[config.mk]
export PLATFORM = sky130hd
export DESIGN_NAME = xor_descrambler
export DESIGN_NICKNAME = d
export VERILOG_FILES = /design/src/rtl/xor_descrambler_pkg.sv /design/src/rtl/lfsr32_step.sv /design/src/rtl/xor32.sv /design/src/rtl/xor_descrambler.sv
export SDC_FILE = /design/constraint.sdc
export NUM_CORES = 1
export LEC_CHECK = 0
export BUFFER_PORTS_ARGS = -buffer_cell sky130_fd_sc_hd__buf_2
export CAP_MARGIN = 15
export CORE_ASPECT_RATIO = 0.5
export CORE_MARGIN = 5
export CORE_UTILIZATION = 38
export DETAILED_ROUTE_END_ITERATION = 12
export PLACE_DENSITY = 0.73
export SLEW_MARGIN = 20
export SYNTH_ARGS = -nofsm -noshare
export SYNTH_HDL_FRONTEND = slang
export SYNTH_SLANG_ARGS = --single-unit
export TNS_END_PERCENT = 5
[constraint.sdc]
create_clock -name clk -period 3.6 [get_ports clk]
set_clock_uncertainty 0.1 [all_clocks]
set_input_delay 0.36 -clock clk [delete_from_list [all_inputs] [get_ports clk]]
set_output_delay 0.36 -clock clk [all_outputs]
set_load 0.01 [all_outputs]
[src/rtl/xor_descrambler_pkg.sv]
// rtl/xor_descrambler_pkg.sv - shared constants, state type and seed helper for the descrambler
package xor_descrambler_pkg;

  localparam logic [31:0] LFSR_POLY    = 32'h80200003;
  localparam logic [31:0] LFSR_DEFAULT = 32'h00000001;

  typedef enum logic {
    ST_IDLE = 1'b0,
    ST_RUN  = 1'b1
  } state_t;

  // An all-zero seed would lock the LFSR at zero, so it is mapped to the default.
  function automatic logic [31:0] seed_to_lfsr(input logic [31:0] s);
    return (s == 32'h0) ? LFSR_DEFAULT : s;
  endfunction

endpackage

[src/rtl/lfsr32_step.sv]
// rtl/lfsr32_step.sv - one Galois step of the 32-bit keystream LFSR
import xor_descrambler_pkg::*;

module lfsr32_step (
  input  logic [31:0] cur,
  output logic [31:0] nxt
);

  // Shift right; when the bit falling out is 1, fold the feedback polynomial back in.
  assign nxt = {1'b0, cur[31:1]} ^ ({32{cur[0]}} & LFSR_POLY);

endmodule

[src/rtl/xor32.sv]
// rtl/xor32.sv - 32-bit bitwise XOR unit
module xor32 (
  input  logic [31:0] a,
  input  logic [31:0] b,
  output logic [31:0] y
);

  assign y = a ^ b;

endmodule

[src/rtl/xor_descrambler.sv]
// rtl/xor_descrambler.sv - single-entry XOR descrambler driven by a seeded Galois LFSR
import xor_descrambler_pkg::*;

module xor_descrambler (
  input  logic        clk,
  input  logic        rst,
  input  logic        seed_valid,
  input  logic [31:0] seed,
  input  logic        in_valid,
  output logic        in_ready,
  input  logic [31:0] in_data,
  output logic        out_valid,
  input  logic        out_ready,
  output logic [31:0] out_data,
  output logic [15:0] word_cnt,
  output logic        running
);

  state_t      state;
  logic [31:0] lfsr;
  logic [31:0] lfsr_next;
  logic [31:0] plain_data;
  logic        accept;

  assign running = (state == ST_RUN);

  // A seed load takes priority, so it blocks acceptance in the same cycle.
  assign in_ready = running && !seed_valid && (!out_valid || out_ready);
  assign accept   = in_valid && in_ready;

  lfsr32_step u_step (
    .cur (lfsr),
    .nxt (lfsr_next)
  );

  xor32 u_xor (
    .a (in_data),
    .b (lfsr),
    .y (plain_data)
  );

  // State, keystream, output register and word counter; seed load beats accept beats drain.
  always_ff @(posedge clk or posedge rst) begin
    if (rst) begin
      state     <= ST_IDLE;
      lfsr      <= LFSR_DEFAULT;
      out_valid <= 1'b0;
      out_data  <= 32'h0;
      word_cnt  <= 16'h0;
    end else if (seed_valid) begin
      state     <= ST_RUN;
      lfsr      <= seed_to_lfsr(seed);
      out_valid <= 1'b0;
      word_cnt  <= 16'h0;
    end else if (accept) begin
      out_data  <= plain_data;
      out_valid <= 1'b1;
      lfsr      <= lfsr_next;
      word_cnt  <= word_cnt + 16'd1;
    end else if (out_valid && out_ready) begin
      out_valid <= 1'b0;
    end
  end

endmodule

Yosys cells after proc, flatten, opt, wreduce, memory -nomap -nowiden
Cells that the tools add are included.
{"block": "word_totals", "word_cells": 28, "ff_bits": 82, "inputBits": 69, "output_inout_bits": 51}
{"block": "classes", "reduce_logical": 11, "add_sub_neg": 1, "bitwise": 3, "n_mux": 8}
{"op": "$mux 32", "count": 3}
{"op": "$logic_not 32->1", "count": 1}
{"op": "$mux 16", "count": 2}
{"op": "$xor 31x32->32", "count": 1}
{"op": "$xor 32x32->32", "count": 1}
{"op": "$add 16x1->16 const B", "count": 1}
{"op": "$logic_and 1x1->1", "count": 4}
{"op": "$mux 1", "count": 3}
{"op": "$reduce_bool 3->1", "count": 1}
{"op": "$logic_not 1->1", "count": 2}
{"op": "$reduce_and 2->1", "count": 1}
{"op": "$reduce_bool 2->1", "count": 1}
{"op": "$logic_or 1x1->1", "count": 1}
{"op": "$not 1->1", "count": 1}

Logic depth before layout (Yosys ltp)
Gate-level depths: netlist of the first run.
{"block": "depth", "depth_word": 6, "depth_mapped": 7, "mapped_depth_nobuf": 4}

Cells and area by module
A second synthesis of the first run with hierarchy kept.
{"block": "unflattened", "cells_unflattened": 372, "hier_area_um2": 4127.7}
{"mod": "xor_descrambler", "n_inst": 1, "cells_each": 308, "seq_area_each_um2": 2053.2, "area_per_inst_um2": 3603.5}
{"mod": "xor32", "n_inst": 1, "cells_each": 32, "seq_area_each_um2": 0.0, "area_per_inst_um2": 280.3}
{"mod": "lfsr32_step", "n_inst": 1, "cells_each": 32, "seq_area_each_um2": 0.0, "area_per_inst_um2": 244.0}

Worst setup path after synthesis of the first run
OpenSTA, ideal clock, no wires.
{"block": "synth_timing", "path_kind": "register -> register", "startpoint": "reg word_cnt[2]", "endpoint": "reg word_cnt[11]", "required_time_ns": 3.422, "synth_period_minus_slack_ns": 1.608, "setup_time_ns": 0.078, "n_path_buf": 0, "slack_ns": 1.992, "path_stages_with_launch": 5, "arrival_time_ns": 1.430, "path_cell_list": "dfrtp_1 and4_4 nand3_4 or4_1 a21oi_1"}
{"block": "synth_via", "elab_chain_len": 3}
{"element": "start: declaration", "line_no": "xor_descrambler.sv:15", "text": "output logic [15:0] word_cnt,"}
{"element": "start signal: assignment", "line_no": "xor_descrambler.sv:59", "text": "word_cnt <= word_cnt + 16'd1;"}
{"element": "$add 16x1->16", "line_no": "xor_descrambler.sv:59"}
{"element": "$mux 16", "line_no": "xor_descrambler.sv:55", "text": "end else if (accept) begin"}
{"element": "$mux 16", "line_no": "xor_descrambler.sv:50", "text": "end else if (seed_valid) begin"}
No other way between the ends. The select of a mux whose other input is x is not followed.
A chain may end at the register's enable or synchronous reset.

Worst setup path after layout of the first run
{"block": "layout_timing", "startpoint": "reg out_valid", "endpoint": "reg word_cnt[12]"}
{"block": "layout_via", "elab_chain_len": 5}
{"element": "start: declaration", "line_no": "xor_descrambler.sv:12", "text": "output logic out_valid,"}
{"element": "start signal: assignment", "line_no": "xor_descrambler.sv:47", "text": "out_valid <= 1'b0;"}
{"element": "start signal: assignment", "line_no": "xor_descrambler.sv:53", "text": "out_valid <= 1'b0;"}
{"element": "start signal: assignment", "line_no": "xor_descrambler.sv:57", "text": "out_valid <= 1'b1;"}
{"element": "$logic_not 1->1", "line_no": "xor_descrambler.sv:28", "text": "assign in_ready = running && !seed_valid && (!out_valid || out_ready);"}
{"element": "$logic_or 1x1->1", "line_no": "xor_descrambler.sv:28"}
{"element": "$logic_and 1x1->1", "line_no": "xor_descrambler.sv:28"}
{"element": "$logic_and 1x1->1", "line_no": "xor_descrambler.sv:29", "text": "assign accept = in_valid && in_ready;"}
{"element": "$reduce_bool 2->1 (no line)"}
No other way between the ends.

==> results_dict.tcl, run 1 <==
set metrics [dict create \
    drv_slew 0 \
    arrival_ps 2170 \
    ys_async_sr_fraction 1.000 \
    critPathKind "flip-flop to flip-flop" \
    postLayoutCoreUtil 0.5016 \
    drt_first_pass_iters 4 \
    cts_sinks 82 \
    timing.rr.start "out_valid$_DFFE_PP0P_" \
    synth-seq-cells 82 \
    ant_nets 0 \
    power_mw 2.473 \
    multi_input_area_sq_um 1682 \
    nNetsFinal 564 \
    synth_xor_area_frac 0.09355 \
    ctsResizeCount 0 \
    drt_iter0_drc 213 \
    syn-num-nets 453 \
    synth_top_family_by_area "simple AND/OR/NAND/NOR gates" \
    ys_top_cells_by_count "nand2_1 (85), dfrtp_1 (81), o21ai_0 (38)" \
    fin_crit_sh 0.5599 \
    fmax_mhz 496.2 \
    overflow 0 \
    critical_path.max_fanout 31 \
    r2r_slack_ps 1580 \
    clk_pin_slew_worst_paths_ps 60 \
    cp-end-kind "flip-flop" \
    synth_compound_area_frac 0.1395 \
    clkLatencyLatePin_ps 340 \
    yosys-mux-area-fraction 0.007823 \
    yosysWarnings 0 \
    synth_cells 383 \
    yosys.area_share.simple 0.1923 \
    fillers 908 \
    dpl_cell_area_sq_um 4538 \
    whs_ps 56.23 \
    cp_slowest_stage_delay_ps 620 \
    cap_violations 0 \
    hp-class "input pin to async pin" \
    die_x_um 152.1 \
    yosys.area_share.adder 0.003259 \
    start_util 0.3984 \
    gp_congestion 0.7759 \
    clk_path_buf_depth 2 \
    wl_mm 10.05 \
    rows 25 \
    power.density_nw_per_um2 511.7 \
    synth_most_common_cell "nand2_1" \
    rsz0062_at_grt "false" \
    setup_tns_ps 0 \
    setup_slack_ps 1585 \
    wl_per_cell_um 15.90 \
    drc_errors 0 \
    n_antenna_cell 0 \
    yosysTopAreaCell "dfrtp_1" \
    synth_cell_types 36 \
    cts_htree_levels 3 \
    worst-path-buf-inv 0 \
    fin_area_sq_um 4832 \
    pre_cts_slack_ps 1393 \
    drive_gt1_frac 0.3038 \
    yosysSeqAreaShare 0.5349 \
    reg2reg_to "word_cnt[12]$_DFFE_PP0P_" \
    route.vias.total 3206 \
    cts_buffers 9 \
    die_area_sq_um 12330 \
    cp_slowest_cell "or4_1" \
    coreArea_sq_um 9634 \
    synth_flop_cell "dfrtp_1" \
    ios 120 \
    crit_chain "nand2b_2, nand4b_4, or4_1, a21oi_1" \
    p_leak_nw 2.269 \
    final-setup-viol-count 0 \
    dpl.hpwl_mm 7.194 \
    synth_area_leaders "dfrtp_1 (53%), nand2_1 (8.3%), xnor2_1 (8.0%)" \
    rr_worst_depth 4 \
    grt_max_degree 59 \
    area_growth_pct 25.88 \
    postCtsSetupBuffers 0 \
    vias_per_cell 5.073 \
    hold_violations 0 \
    cts_hold_buf 0 \
    required_ps 3760 \
    syn_area_per_cell_sq_um 10.02 \
    die_h_um 81.07 \
    syn_area_sq_um 3839 \
    stdcell_count 632 \
    status "complete, no violations" \
    grt_usage 0.1650 \
    grt_pass1_wl_mm 16.17 \
    cts-root-buf "clkbuf_16" \
    cp_top_family "simple AND/OR/NAND/NOR gates" \
    dp.cells 618 \
    netlist.area_leader.share 0.5280 \
    synth-edff-count 0 \
    grt_antenna_before_repair 1 \
    relSlewSlack 0.3057 \
    portBuffers 119 \
    peakVddDrop_mv 0.1985 \
    tritoncts "built" \
    grt_pass1_vias 3255 \
    post-route-min-period_ps 2015 \
    tightest_slew_ps 1038 \
    startpoint_type "flip-flop" \
    ff_latch_area_sq_um 2053 \
]
sequential cells by signal, summed over array words and instances, names as in the netlist:
name and cells:
running 1, out_data 32, lfsr 32, out_valid 1, word_cnt 16
power by group:
| part | switching (mW) | internal, mW | leakage (nW) |
|---|---|---|---|
| clock network | 0.344 | 0.567 | 0.141 |
| logic | 0.228 | 0.193 | 1.10 |
| registers | 0.0932 | 1.05 | 1.02 |
| total | 0.666 | 1.81 | 2.27 |
worst reg2reg max path: cells and delay by family, from the launching register on:
family | cells | cell delay [ps]
and+or+nand+nor | 3 | 1300
DFF | 1 | 390
AOI/OAI and AO/OA | 1 | 150
how the worst max path moves through the flow:
stage / from / to / slack, ps / depth (start not counted)
2_1_floorplan: rst / lfsr[10]$_DFFE_PP0P_ / 1030 / 1
3_3_place_gp: seed_valid / out_data[15]$_DFFE_PP0P_ / 1460 / 4
3_5_place_dp: seed_valid / out_data[13]$_DFFE_PP0P_ / 1390 / 4
4_1_cts: out_valid$_DFFE_PP0P_ / word_cnt[12]$_DFFE_PP0P_ / 1560 / 4
5_1_grt: out_valid$_DFFE_PP0P_ / word_cnt[10]$_DFFE_PP0P_ / 1370 / 4
6_report: out_valid$_DFFE_PP0P_ / word_cnt[12]$_DFFE_PP0P_ / 1580 / 4
final cells by class:
cell class / count / share of cell area
clock inverter: 2 / 0.007768
timing repair buffer: 123 / 0.1295
multi-input combinational: 276 / 0.3480
clock buffer: 12 / 0.05308
inverter: 2 / 0.001813
sequential: 82 / 0.4249
tap: 135 / 0.03496
placed cells by master (no fill, tap or decap), drive strengths merged, types with 3 or more instances in the layout:
cell type,n
a21oi,9
a22oi,22
and2,4
buf,123
clkbuf,12
dfrtp,81
mux2i,3
nand2,85
nand2b,9
nand3,10
nand4,6
nor2,8
nor4,6
o21ai,38
o221a,6
o31ai,7
or4,8
xnor2,35
xor2,6
cells by family (layout without fill, tap and decap cells):
logic type,Yosys count,count (layout)
adders and majority gates,1,1
xor gates and xnor gates,41,41
buffers and inverters,25,139
DFF,82,82
muxes,3,3
AOI/OAI and AO/OA,84,84
and+or+nand+nor,147,147
metal layers:
layer | vias to the layer above | global-route usage | share of wire
li1 | 1560 | - | -
met1 | 1567 | 0.1853 | 0.41
met2 | 64 | 0.3018 | 0.53
met3 | 13 | 0.05801 | 0.046
met4 | 2 | 0.05112 | 0.012
met5 | - | 0 | 0.0013
(Power assumes the default switching activity.)
==> inputs of run 2 (changes only) <==
==> constraint.sdc (replaced) <==
create_clock -name clk -period 1.9 [get_ports clk]
set_clock_uncertainty 0.1 [all_clocks]
set_input_delay 0.19 -clock clk [delete_from_list [all_inputs] [get_ports clk]]
set_output_delay 0.19 -clock clk [all_outputs]
set_load 0.01 [all_outputs]
==> run 2 against run 1 <==
Compared with the run above: register-to-register slack lost 1400 ps; first-iteration DRC count shrank 20%; worst hold slack lost 49 ps.
==> results_dict.tcl, run 2 (same netlist as run 1, synthesis figures left out) <==
set metrics [dict create \
    postLayoutCoreUtil 0.5187 \
    relSlewSlack 0.6942 \
    grt_pass1_vias 3190 \
    wl_mm 9.972 \
    cts-root-buf "clkbuf_16" \
    grt_antenna_before_repair 1 \
    cts_htree_levels 3 \
    power.density_nw_per_um2 947.0 \
    top_regs "lfsr (32), out_data (32), word_cnt (16)" \
    peakVddDrop_mv 0.4375 \
    cp-end-kind "flip-flop" \
    nNetsFinal 578 \
    clk_pin_slew_worst_paths_ps 60 \
    grt_usage 0.1659 \
    cts_buffers 9 \
    hp-class "input pin to flip-flop" \
    grt_pass1_wl_mm 16.37 \
    p_leak_nw 2.349 \
    status "complete, no violations" \
    drv_slew 0 \
    required_ps 2050 \
    portBuffers 119 \
    coreArea_sq_um 9634 \
    die_x_um 152.1 \
    startpoint_type "input pin" \
    final_common_cell "buf_2" \
    clkLatencyLatePin_ps 330 \
    critPathKind "input pin to flip-flop" \
    cts_sinks 82 \
    tightest_slew_ps 457.8 \
    critical_path.max_fanout 2 \
    clk_path_buf_depth 2 \
    final-setup-viol-count 0 \
    ios 120 \
    die_area_sq_um 12330 \
    fin_crit_sh 0.9207 \
    rsz0062_at_grt "false" \
    ant_nets 0 \
    cap_violations 0 \
    tritoncts "built" \
    ctsResizeCount 0 \
    layout.cells.most_common_list "buf_2 (119), nand2_1 (85), dfrtp_1 (81)" \
    drt_first_pass_iters 4 \
    drive_gt1_frac 0.3119 \
    gp_congestion 0.8356 \
    dpl.hpwl_mm 7.394 \
    grt_max_degree 50 \
    overflow 0 \
    drc_errors 0 \
    arrival_ps 1900 \
    wl_per_cell_um 15.37 \
    hold_violations 0 \
    rows 25 \
    start_util 0.3984 \
    die_h_um 81.07 \
    route.vias.total 3240 \
    fmax_mhz 571.7 \
    vias_per_cell 4.992 \
    post-route-min-period_ps 1749 \
    area_growth_pct 30.18 \
    setup_tns_ps 0 \
    drt_iter0_drc 171 \
]
[run 2: final cells by class]
class,instances,area [sq um]
fillers,904,4637
flip-flops and latches,82,2053
multi-input cells,276,1682
repair buffers,137,780.7
clock buffers,14,264.0
well taps,135,168.9
clock inverters,2,35.03
inverters,2,11.26
diodes,1,2.502
[run 2: repair_timing]
item | in CTS | in global routing
buffers inserted | 0 | 0
hold buffers | 5 | 0
hold endpoints to repair | 22 | 0
setup endpoints to repair | 0 | 0
[run 2: final timing paths]
path	startpoint	depth (start not counted)	slack (ps)	end
worst max-delay path	seed[13]	5	150	lfsr[0]$_DFFE_PP1P_
worst min-delay path	seed[7]	3	7	lfsr[7]$_DFFE_PP0P_
worst max register to register	out_valid$_DFFE_PP0P_	4	160	word_cnt[13]$_DFFE_PP0P_
worst min register to register	out_data[24]$_DFFE_PP0P_	2	380	out_data[24]$_DFFE_PP0P_
max in group asynchronous	rst	4	740	lfsr[0]$_DFFE_PP1P_
min in group asynchronous	rst	3	340	out_data[7]$_DFFE_PP0P_
[run 2: per-stage QoR]
step | hold WS, ps | power, mW | instances | area (sq um) | setup WS (ps)
2_1_floorplan | 211.0 | 2.631 | 383 | 3842 | 292.0
3_3_place_gp | 128.5 | 3.000 | 627 | 4646 | 193.4
3_5_place_dp | 139.8 | 3.024 | 627 | 4646 | 154.4
4_1_cts | 2.576 | 4.781 | 648 | 4995 | 150.7
5_1_grt | 13.57 | 4.999 | 649 | 4997 | 14.74
6_report | 6.781 | 4.732 | 649 | 4997 | 150.7
[run 2: worst max-delay path: stages]
cell and delay (ps):
dlygate4sd3_1 540, buf_2 130, or4_1 550, or3_1 330, o221ai_1 170
[run 2: layer usage]
layer  wire (um)  global-route usage  vias to the layer above
li1            -                   -                     1594
met1        4395              0.2060                     1563
met2        5026              0.2867                       75
met3         453             0.04737                        8
met4          95             0.05112                        0
met5           0                   0                        -
[run 2: power breakdown]
group / leakage (nW) / total (mW) / switching (mW) / internal, mW
Combinational: 1.18 / 0.831 / 0.439 / 0.392
Clock: 0.147 / 1.74 / 0.655 / 1.09
Sequential: 1.02 / 2.16 / 0.173 / 1.98
